**src/rtl/spi_frame_transmitter.sv**
```systemverilog
`default_nettype none
// ============================================================================
// Module   : spi_frame_transmitter
// Purpose  : SPI mode-0 master that streams one frame from frame memory as
//            CAS/RAS/MWR transactions, converting BGR555 words to RGB565.
//            Optional back-to-back framing is enabled by SPI_TX_LOOP_EN.
// Revision : 1.0 - initial release
// ============================================================================
module spi_frame_transmitter #(
    parameter int WIDTH   = 240,
    parameter int HEIGHT  = 160,
    parameter int CLK_DIV = 2,
    parameter int CS_GAP  = 4
) (
    input  logic        IwClk,
    input  logic        IwRstn,
    input  logic        IwStart,
    output logic        OwBusy,
    output logic        OwDone,
    output logic [15:0] ObFrameMemReadAddr,
    input  logic [15:0] IbFrameMemReadData,
    output logic        OwCSn,
    output logic        OwSCLK,
    output logic        OwSDO,
    output logic        OwDC
);

    localparam int          NPIX      = WIDTH * HEIGHT;
    localparam logic [19:0] LAST_PIX  = 20'(NPIX - 1);
    localparam logic [15:0] LAST_ADDR = 16'(NPIX - 1);
    localparam logic [15:0] DIV_LAST  = 16'(CLK_DIV - 1);
    localparam logic [15:0] GAP_LAST  = 16'(CS_GAP - 1);

    localparam logic [2:0] S_IDLE    = 3'd0;
    localparam logic [2:0] S_CAS_CMD = 3'd1;
    localparam logic [2:0] S_CAS_DAT = 3'd2;
    localparam logic [2:0] S_RAS_CMD = 3'd3;
    localparam logic [2:0] S_RAS_DAT = 3'd4;
    localparam logic [2:0] S_MWR_CMD = 3'd5;
    localparam logic [2:0] S_MWR_DAT = 3'd6;
    localparam logic [2:0] S_FINISH  = 3'd7;

    localparam logic [2:0] P_SETUP = 3'd0;
    localparam logic [2:0] P_LOW   = 3'd1;
    localparam logic [2:0] P_HIGH  = 3'd2;
    localparam logic [2:0] P_HOLD  = 3'd3;
    localparam logic [2:0] P_GAP   = 3'd4;

    logic [2:0]  state_q, state_d;
    logic [2:0]  phase_q, phase_d;
    logic [15:0] div_q, div_d;
    logic [19:0] bit_q, bit_d;
    logic [19:0] pix_q, pix_d;
    logic [15:0] addr_q, addr_d;
    logic [31:0] shift_q, shift_d;
    logic [14:0] fetch_q;
    logic        loop_q, loop_d;

    logic        csn_q, csn_d;
    logic        sclk_q, sclk_d;
    logic        sdo_q, sdo_d;
    logic        dc_q, dc_d;
    logic        busy_q, busy_d;
    logic        done_q, done_d;
    logic        xfer_d;

    logic        last_bit;
    logic [15:0] div_last;
    logic        bit15_unused;

    assign bit15_unused = IbFrameMemReadData[15];

    function automatic logic [15:0] to_rgb565(input logic [14:0] w);
        return {w[4:0], w[9:5], w[9], w[14:10]};
    endfunction

    // Shift-register image for the first word of a transaction, MSB at bit 31.
    function automatic logic [31:0] load_word(input logic [2:0] st, input logic [14:0] pix);
        logic [31:0] v;
        v = 32'h0;
        case (st)
            S_CAS_CMD: v = {8'h2A, 24'h0};
            S_CAS_DAT: v = {16'h0000, 16'(WIDTH - 1)};
            S_RAS_CMD: v = {8'h2B, 24'h0};
            S_RAS_DAT: v = {16'h0000, 16'(HEIGHT - 1)};
            S_MWR_CMD: v = {8'h2C, 24'h0};
            S_MWR_DAT: v = {to_rgb565(pix), 16'h0000};
            default:   v = 32'h0;
        endcase
        return v;
    endfunction

    assign div_last = (phase_q == P_GAP) ? GAP_LAST : DIV_LAST;

    always_comb begin : p_last_bit
        last_bit = 1'b0;
        case (state_q)
            S_CAS_CMD, S_RAS_CMD, S_MWR_CMD: last_bit = (bit_q == 20'd7);
            S_CAS_DAT, S_RAS_DAT:            last_bit = (bit_q == 20'd31);
            S_MWR_DAT:                       last_bit = (bit_q == 20'd15) && (pix_q == LAST_PIX);
            default:                         last_bit = 1'b0;
        endcase
    end

    always_ff @(posedge IwClk or negedge IwRstn) begin : p_state
        if (!IwRstn) begin
            state_q <= S_IDLE;
            phase_q <= P_SETUP;
            div_q   <= 16'd0;
            bit_q   <= 20'd0;
            pix_q   <= 20'd0;
            addr_q  <= 16'd0;
            shift_q <= 32'd0;
            fetch_q <= 15'd0;
            loop_q  <= 1'b0;
            csn_q   <= 1'b1;
            sclk_q  <= 1'b0;
            sdo_q   <= 1'b0;
            dc_q    <= 1'b0;
            busy_q  <= 1'b0;
            done_q  <= 1'b0;
        end else begin
            state_q <= state_d;
            phase_q <= phase_d;
            div_q   <= div_d;
            bit_q   <= bit_d;
            pix_q   <= pix_d;
            addr_q  <= addr_d;
            shift_q <= shift_d;
            fetch_q <= IbFrameMemReadData[14:0];
            loop_q  <= loop_d;
            csn_q   <= csn_d;
            sclk_q  <= sclk_d;
            sdo_q   <= sdo_d;
            dc_q    <= dc_d;
            busy_q  <= busy_d;
            done_q  <= done_d;
        end
    end

    always_comb begin : p_next
        state_d = state_q;
        phase_d = phase_q;
        div_d   = div_q;
        bit_d   = bit_q;
        pix_d   = pix_q;
        addr_d  = addr_q;
        shift_d = shift_q;
        loop_d  = loop_q;
        case (state_q)
            S_IDLE: begin
                if (IwStart) begin
                    state_d = S_CAS_CMD;
                    phase_d = P_SETUP;
                    div_d   = 16'd0;
                    bit_d   = 20'd0;
                    pix_d   = 20'd0;
                    addr_d  = 16'd0;
                    shift_d = load_word(S_CAS_CMD, fetch_q);
                end
            end
            S_FINISH: begin
                phase_d = P_SETUP;
                div_d   = 16'd0;
                bit_d   = 20'd0;
                pix_d   = 20'd0;
                addr_d  = 16'd0;
                loop_d  = 1'b0;
                if (loop_q) begin
                    state_d = S_CAS_CMD;
                    shift_d = load_word(S_CAS_CMD, fetch_q);
                end else begin
                    state_d = S_IDLE;
                end
            end
            default: begin
                if (div_q != div_last) begin
                    div_d = div_q + 16'd1;
                end else begin
                    div_d = 16'd0;
                    case (phase_q)
                        P_SETUP: phase_d = P_LOW;
                        P_LOW:   phase_d = P_HIGH;
                        P_HIGH: begin
                            if (last_bit) begin
                                phase_d = P_HOLD;
                            end else begin
                                phase_d = P_LOW;
                                // Pixel boundary: next word is already prefetched, so no SCLK stall.
                                if (state_q == S_MWR_DAT && bit_q == 20'd15) begin
                                    bit_d   = 20'd0;
                                    pix_d   = pix_q + 20'd1;
                                    shift_d = load_word(S_MWR_DAT, fetch_q);
                                    if (addr_q != LAST_ADDR) begin
                                        addr_d = addr_q + 16'd1;
                                    end
                                end else begin
                                    bit_d   = bit_q + 20'd1;
                                    shift_d = {shift_q[30:0], 1'b0};
                                end
                            end
                        end
                        P_HOLD: phase_d = P_GAP;
                        default: begin
                            state_d = state_q + 3'd1;
                            phase_d = P_SETUP;
                            bit_d   = 20'd0;
                            shift_d = load_word(state_q + 3'd1, fetch_q);
                            if (state_q == S_MWR_CMD && addr_q != LAST_ADDR) begin
                                addr_d = addr_q + 16'd1;
                            end
                            if (state_q == S_MWR_DAT) begin
`ifdef SPI_TX_LOOP_EN
                                loop_d = IwStart;
`else
                                loop_d = 1'b0;
`endif
                            end
                        end
                    endcase
                end
            end
        endcase
    end

    // Outputs are decoded from next state and registered, so the pins never glitch.
    always_comb begin : p_out
        xfer_d = (state_d != S_IDLE) && (state_d != S_FINISH);
        csn_d  = !(xfer_d && (phase_d == P_LOW || phase_d == P_HIGH || phase_d == P_HOLD));
        sclk_d = xfer_d && (phase_d == P_HIGH);
        sdo_d  = xfer_d && shift_d[31];
        dc_d   = (state_d == S_CAS_DAT || state_d == S_RAS_DAT || state_d == S_MWR_DAT)
                 && (phase_d != P_GAP);
        done_d = (state_d == S_FINISH);
        busy_d = xfer_d || ((state_d == S_FINISH) && loop_d);
    end

    assign ObFrameMemReadAddr = addr_q;
    assign OwCSn  = csn_q;
    assign OwSCLK = sclk_q;
    assign OwSDO  = sdo_q;
    assign OwDC   = dc_q;
    assign OwBusy = busy_q;
    assign OwDone = done_q;

endmodule
`default_nettype wire
```
**config.mk**
```make
export PLATFORM = sky130hd
export DESIGN_NAME = spi_frame_transmitter
export DESIGN_NICKNAME = d
export VERILOG_FILES = /design/src/rtl/spi_frame_transmitter.sv
export SDC_FILE = /design/constraint.sdc
export NUM_CORES = 1
export LEC_CHECK = 0
export ABC_AREA = 1
export CAP_MARGIN = 20
export CORE_MARGIN = 5
export CORE_UTILIZATION = 54
export DETAILED_ROUTE_END_ITERATION = 16
export MAX_ROUTING_LAYER = met4
export PLACE_DENSITY = 0.73
export SYNTH_ARGS = -nofsm -noshare
export SYNTH_HDL_FRONTEND = slang
export SYNTH_SLANG_ARGS = --single-unit
```
**constraint.sdc**
```tcl
create_clock -name IwClk -period 6 [get_ports IwClk]
set_input_delay 0.6 -clock IwClk [delete_from_list [all_inputs] [get_ports IwClk]]
set_output_delay 0.6 -clock IwClk [all_outputs]
set_load 0.02 [all_outputs]
```
==> run_results.csv <==
group,metric,value,unit
cts,cts_root_buf,"clkbuf_16",
floorplanning,fp.dieH,129,µm
timing,tns,0,ns
routing,drt_pass1_iterations,5,
timing,fin_crit_sh,53.8,%
routing,wl_per_cell,13.7,µm
routing,wl_met2,8110,µm
logic_synthesis,ys_types,46,
pwr,peakVddDrop,0.213,mV
logic_synthesis,syn_avg_cell_area,7.31,µm²
cts,cts_buffer_depth,2,
grt,grt_max_degree,69,
setup_path,reg2reg_slack,2.77,ns
final_layout,layout_common_cells,"nand2_1, dfrtp_1, inv_1, nor2_1, nand3_1",
cts,clk_latency,0.43,ns
outcome,status,"finished clean",
routing,via_per_inst,5.32,
final_layout,area_delta_synth_final,14.1,%
routing,ant_nets,0,
min_path,hp-class,"in -> async",
final_layout,final_common_cell,"nand2_1",
setup_path,start_kind,"register",
routing,vias,6821,
setup_path,end_kind,"register",
setup_path,crit_top_cell,"inv_1",
logic_synthesis,synth_cells,1054,
routing,routed_wl,17600,µm
setup_path,arrival,3.57,ns
cts,path_clk_slew,0.06,ns
floorplanning,pin_count,41,
timing,fmax,0.310,GHz
timing,holdWs,0.148,ns
setup_path,crit_slowest_cell,"nor2_1",
cts,post_cts_resized,0,
logic_synthesis,ys_ff_latch,132,
final_layout,antennaDiodeCount,0,
final_layout,layout.nets,1121,
place,placedCellCount,1251,
timing,worst_slew_pin_slew,0.883,ns
cts,cts_inserted_buffers,17,
timing,slew_viol_final,0,
timing,fin_crit,3.23,ns
logic_synthesis,ys.flop_type,"dfrtp_1",
place,place_congestion,0.911,
place,dp.final_hpwl,12300,µm
pwr,leakage,4.19,nW
final_layout,final.fill_count,1219,
timing,max_slew_margin,41.1,%
timing,rsz0062_at_grt,"no",
routing,top_layer,"met4",
routing,wl_met3,768,µm
routing,drt-met1-wl,8380,µm
final_layout,drive_gt1_share,7.43,%
cts,cts_sinks,132,
pwr,total_power,1.96,mW
logic_synthesis,yosys_warnings,0,
grt,grt_first_pass_wirelength,29800,µm
logic_synthesis,yosysSeqAreaShare,42.9,%
cts,cts_tree,"yes",
setup_path,max_stage_delay,0.76,ns
floorplanning,die_w,129,µm
timing,hold_viol,0,
pwr,p_per_area,223,nW/µm²
flow_run,max_cap_viol_count,0,
grt,grt_overflow,0,
setup_path,path_class,"reg -> reg",
cts,htreeDepth,4,
floorplanning,num_rows,43,
setup_path,crit_chain,"inv_1 -> ha_1 -> inv_1 -> nor2_2 -> nor2_4 -> buf_4 -> nand4_2 -> nand3b_2 -> nor2_1 -> nand2_1 -> o21ai_0",
grt,grt_pass1_vias,6319,
timing,setup_violations,0,
timing,layout_setup_ws,2.77,ns
routing,dr.first_iter.drc_count,601,
timing,fin_skew,0.00814,ns
logic_synthesis,synth_edf_count,0,
place,post_dp_cell_area,8200,µm²
logic_synthesis,async_reset_ff_share,100,%
cts,post_cts_buffers,0,
grt,antenna_found_initial,0,
final_layout,final_util,63.1,%
logic_synthesis,synth_area,7710,µm²
final_layout,finish.instance_area,8790,µm²
final_layout,final_cells,1283,
cts,ctsHoldBuffers,0,
floorplanning,die_area,16800,µm²
logic_synthesis,syn-num-nets,1085,
setup_path,worstPathMaxFanout,32,
place,io_buffers,39,
grt,grt_usage,22.7,%
floorplanning,coreArea,13900,µm²
place,preCtsSetupSlack,2.63,ns
routing,drcViolationCount,0,
floorplanning,start_util,55.3,%
setup_path,crit_required,6.35,ns
==> flip-flops by register name (all words and copies together) (netlist names) <==
register / flops
pix_q: 20
OwCSn: 1
OwBusy: 1
state_q: 3
fetch_q: 15
phase_q: 3
shift_q: 32
bit_q: 20
div_q: 16
OwDone: 1
OwSDO: 1
ObFrameMemReadAddr: 16
loop_q: 1
OwSCLK: 1
OwDC: 1
==> report_power, final <==
| part | internal, mW | switching, mW |
|---|---|---|
| registers | 0.896 | 0.00332 |
| logic | 0.0106 | 0.0188 |
| clock network | 0.630 | 0.406 |
==> worst paths after layout <==
kind	from	to	cells past startpoint
max	state_q[0]$_DFF_PN0_	shift_q[21]$_DFFE_PN0P_	11
min	IwRstn	OwDC$_DFF_PN0_	1
max reg2reg	state_q[0]$_DFF_PN0_	shift_q[21]$_DFFE_PN0P_	11
min reg2reg	shift_q[8]$_DFFE_PN0P_	shift_q[8]$_DFFE_PN0P_	2
max in group asynchronous	IwRstn	pix_q[1]$_DFFE_PN0P_	2
min in group IwClk	shift_q[8]$_DFFE_PN0P_	shift_q[8]$_DFFE_PN0P_	2
==> final cells by class <==
cell class / count / area, µm² / area share, %
Timing Repair Buffer: 42 / 414 / 4.71
Sequential cell: 132 / 3300 / 37.6
Tap cell: 180 / 225 / 2.56
Clock buffer: 20 / 447 / 5.08
Multi-Input combinational cell: 765 / 3760 / 42.8
Clock inverter: 12 / 144 / 1.64
Inverter: 132 / 498 / 5.66
==> Yosys cell counts (2+ instances only) <==
master / number / share of area (%)
nand3_1: 92 / 6.0
xor2_1: 31 / 3.5
nor4_1: 2 / 0.16
inv_1: 118 / 5.7
a211oi_1: 2 / 0.19
a21boi_0: 4 / 0.39
buf_6: 2 / 0.29
inv_2: 12 / 0.58
nor2_2: 8 / 0.65
nor3b_1: 2 / 0.19
nand2_1: 287 / 14
dfrtp_1: 131 / 43
o21a_1: 2 / 0.19
o22ai_1: 4 / 0.32
and2_1: 2 / 0.16
buf_2: 9 / 0.58
clkbuf_1: 2 / 0.097
or2_2: 5 / 0.41
nor3_1: 26 / 1.7
o21ai_1: 41 / 2.7
nand2_2: 7 / 0.57
nand4_1: 32 / 2.6
buf_1: 4 / 0.19
a21oi_1: 25 / 1.6
nor2_4: 2 / 0.29
o21ai_0: 52 / 3.4
nand3b_1: 2 / 0.19
o31ai_1: 4 / 0.39
nor2_1: 108 / 5.3
ha_1: 12 / 1.9
buf_4: 8 / 0.78
o21ai_2: 2 / 0.23
==> routing by layer <==
metal	GRT usage (%)	up-vias
met5	-	-
li1	-	3477
met2	34.5	139
met4	7.46	0
met3	4.74	25
met1	30.7	3180
==> worst max-delay path, delay by kind of cell, from the launching register on <==
| family | cells | cell delay (ns) |
|---|---|---|
| AOI/OAI and AO/OA | 1 | 0.11 |
| buffers and inverters | 3 | 0.48 |
| adders and majority gates | 1 | 0.18 |
| DFF | 1 | 0.42 |
| and+or+nand+nor | 6 | 1.94 |
==> kinds of logic (layout without fill, tap and decap cells) <==
kind of cell	count (synthesis)	after routing	share of synthesized area, %
flip-flops	132	132	42.9
adder cells (fa/ha/maj)	12	12	1.95
buffers and inverters	157	206	8.41
AO/OA/AOI/OAI	140	140	9.85
XOR/XNOR	31	31	3.52
AND/OR/NAND/NOR	582	582	33.4
No activity file was read; power rests on OpenSTA's default activity.
==> edit, RTL diff (same flow settings) <==
`pix_q`, `addr_q` and `shift_q` no longer have a reset.
--- a/src/rtl/spi_frame_transmitter.sv
+++ b/src/rtl/spi_frame_transmitter.sv
@@ -108,9 +108,6 @@
             phase_q <= P_SETUP;
             div_q   <= 16'd0;
             bit_q   <= 20'd0;
-            pix_q   <= 20'd0;
-            addr_q  <= 16'd0;
-            shift_q <= 32'd0;
             fetch_q <= 15'd0;
             loop_q  <= 1'b0;
             csn_q   <= 1'b1;
@@ -124,9 +121,6 @@
             phase_q <= phase_d;
             div_q   <= div_d;
             bit_q   <= bit_d;
-            pix_q   <= pix_d;
-            addr_q  <= addr_d;
-            shift_q <= shift_d;
             fetch_q <= IbFrameMemReadData[14:0];
             loop_q  <= loop_d;
             csn_q   <= csn_d;
@@ -136,6 +130,12 @@
             busy_q  <= busy_d;
             done_q  <= done_d;
         end
+    end
+
+    always_ff @(posedge IwClk) begin
+        pix_q   <= pix_d;
+        addr_q  <= addr_d;
+        shift_q <= shift_d;
     end
 
     always_comb begin : p_next
Check against the original RTL: same outputs for any inputs over 4 cycles, from zero or initial values and one cycle with IwRstn low; that may be too few to reach the edited logic, so the function may still have changed.
==> edit against the original RTL <==
Sequential power rose by 6.6%. Clock skew up 0.0019 ns. Worst setup slack got worse by 0.019 ns. Design area fell by 3.5%. Synthesized cell count is 13% lower. Via count fell by 10%. Wire length fell by 6.8%. Sequential cell count did not move. Area after synthesis decreased by 3.6%. Total power fell by 1.5%. Maximum frequency fell by 0.60%. Critical endpoint is now shift_q[9].
==> edit: results (changes against the original RTL) <==
Critical path
  – Timing startpoint of the critical path: state_q[1]
  – End of the worst register-to-register path: shift_q[9]
  – Critical Path Slowest Stage Cell: sky130_fd_sc_hd__nand2_2
  – Crit path max fanout: 37 (+16%)
  – Register-to-Register Setup Slack: 2.75 ns (-0.02 ns)
  – Crit-path max cell delay: 0.53 ns (-0.23 ns)

Power
  – Static Leakage: 3.58 nW (-15%)
  – Peak supply drop: 0.303 mV (+42%)

GRT
  – Global-route wire length before repair: 27.6 mm (-7.3%)
  – Largest net degree at the start of global routing: 65 (-5.8%)

Place
  – Minimum setup slack after placement: 2.74 ns (+0.102 ns)
  – Half-perimeter wire length after placement: 11.3 mm (-8.0%)
  – Placement-stage cell area: 0.00796 mm² (-3.0%)
  – Placer's final routability congestion estimate: 0.941 (+3.3%)

Route
  – Iteration-0 DRC Markers: 490 (-18%)
  – Routed wire per std cell: 14.3 µm (+4.2%)
  – Total number of vias: 6131 (-10%)

Cells and area
  – Final non-filler cell total: 1147 (-11%)
  – Fraction of layout cells with a size suffix above 1: 9.99% (+2.6 points)
  – Count of nets after finishing: 989 (-12%)

Synthesis
  – Number of enable flip-flop cells after synthesis: 67 (+67)
  – Post-synth top flop: sky130_fd_sc_hd__edfxtp_1
  – Synth unique cells: 51 (+11%)
  – Synthesized area per cell: 8.15 µm² (+11%)
  – Dominant cells by area after synthesis: sky130_fd_sc_hd__edfxtp_1 27%, sky130_fd_sc_hd__dfrtp_1 21%, sky130_fd_sc_hd__nand2_1 12%
  – Top cell types by occurrence after synthesis: 230 x sky130_fd_sc_hd__nand2_1, 105 x sky130_fd_sc_hd__nor2_1, 104 x sky130_fd_sc_hd__inv_1
  – Asr flop ratio synth: 48.5% (-52 points)
  – Synthesized netlist net count: 943 (-13%)

Clock network
  – Max clock buf depth: 2 (unchanged)
  – Total clock buffers created by CTS: 17 (unchanged)
  – Root Driver: sky130_fd_sc_hd__clkbuf_16
  – Clock network latency to the later pin of the worst-skew pair: 0.43 ns (about the same)

Timing
  – Actual slew at the worst max-slew pin: 0.919 ns (+0.0357 ns)
  – Post-route clock skew: 0.00999 ns (+0.00185 ns)
  – Min Hold Slack: 0.327 ns (+0.180 ns)

Status
  – Run status: finished clean
edit: cell families (layout without fill, tap and decap cells):
group / after synthesis / after routing / synth area share (%)
compound gates: 126 / 126 / 9.48
flops: 132 / 132 / 48.9
buf+inv: 134 / 193 / 7.64
simple gates: 492 / 492 / 30.1
xor+xnor: 16 / 16 / 1.89
fa+ha+maj: 12 / 12 / 2.02
edit: area by class of cell:
type	count	area, µm²
multi-input combinational	646	3240
inverter	118	448
fill	1180	4860
timing repair buffer	43	415
clock buffer	22	444
sequential	132	3630
clock inverter	10	85.1
tap	176	220
edit: worst reg2reg max path, stage by stage (launching register included):
cell	delay (ns)
sky130_fd_sc_hd__dfrtp_1	0.46
sky130_fd_sc_hd__inv_1	0.14
sky130_fd_sc_hd__ha_1	0.18
sky130_fd_sc_hd__inv_1	0.05
sky130_fd_sc_hd__nor2_2	0.16
sky130_fd_sc_hd__inv_2	0.08
sky130_fd_sc_hd__nand2_2	0.53
sky130_fd_sc_hd__inv_4	0.34
sky130_fd_sc_hd__nand4_2	0.22
sky130_fd_sc_hd__nand2_4	0.21
sky130_fd_sc_hd__nor2_2	0.13
sky130_fd_sc_hd__buf_4	0.37
edit: how the worst max path moves through the flow:
stage                        to  slack, ns
finish               shift_q[9]       2.75
global route         shift_q[9]       2.45
CTS                  shift_q[9]       2.72
detailed placement  shift_q[19]       2.74
global placement    shift_q[14]       2.76
floorplan            shift_q[0]       2.56
edit: per-layer routing:
metal,GRT usage [%],vias up,share of wire (%)
li1,-,3092,-
met1,28.3,2891,46
met2,33.3,128,48
met3,6.30,20,4.5
met4,6.37,0,1.4
met5,-,-,0
edit: report_power, final:
part / internal (mW) / switching (mW)
clock network: 0.566 / 0.384
registers: 0.953 / 0.00467
logic: 0.0122 / 0.0150
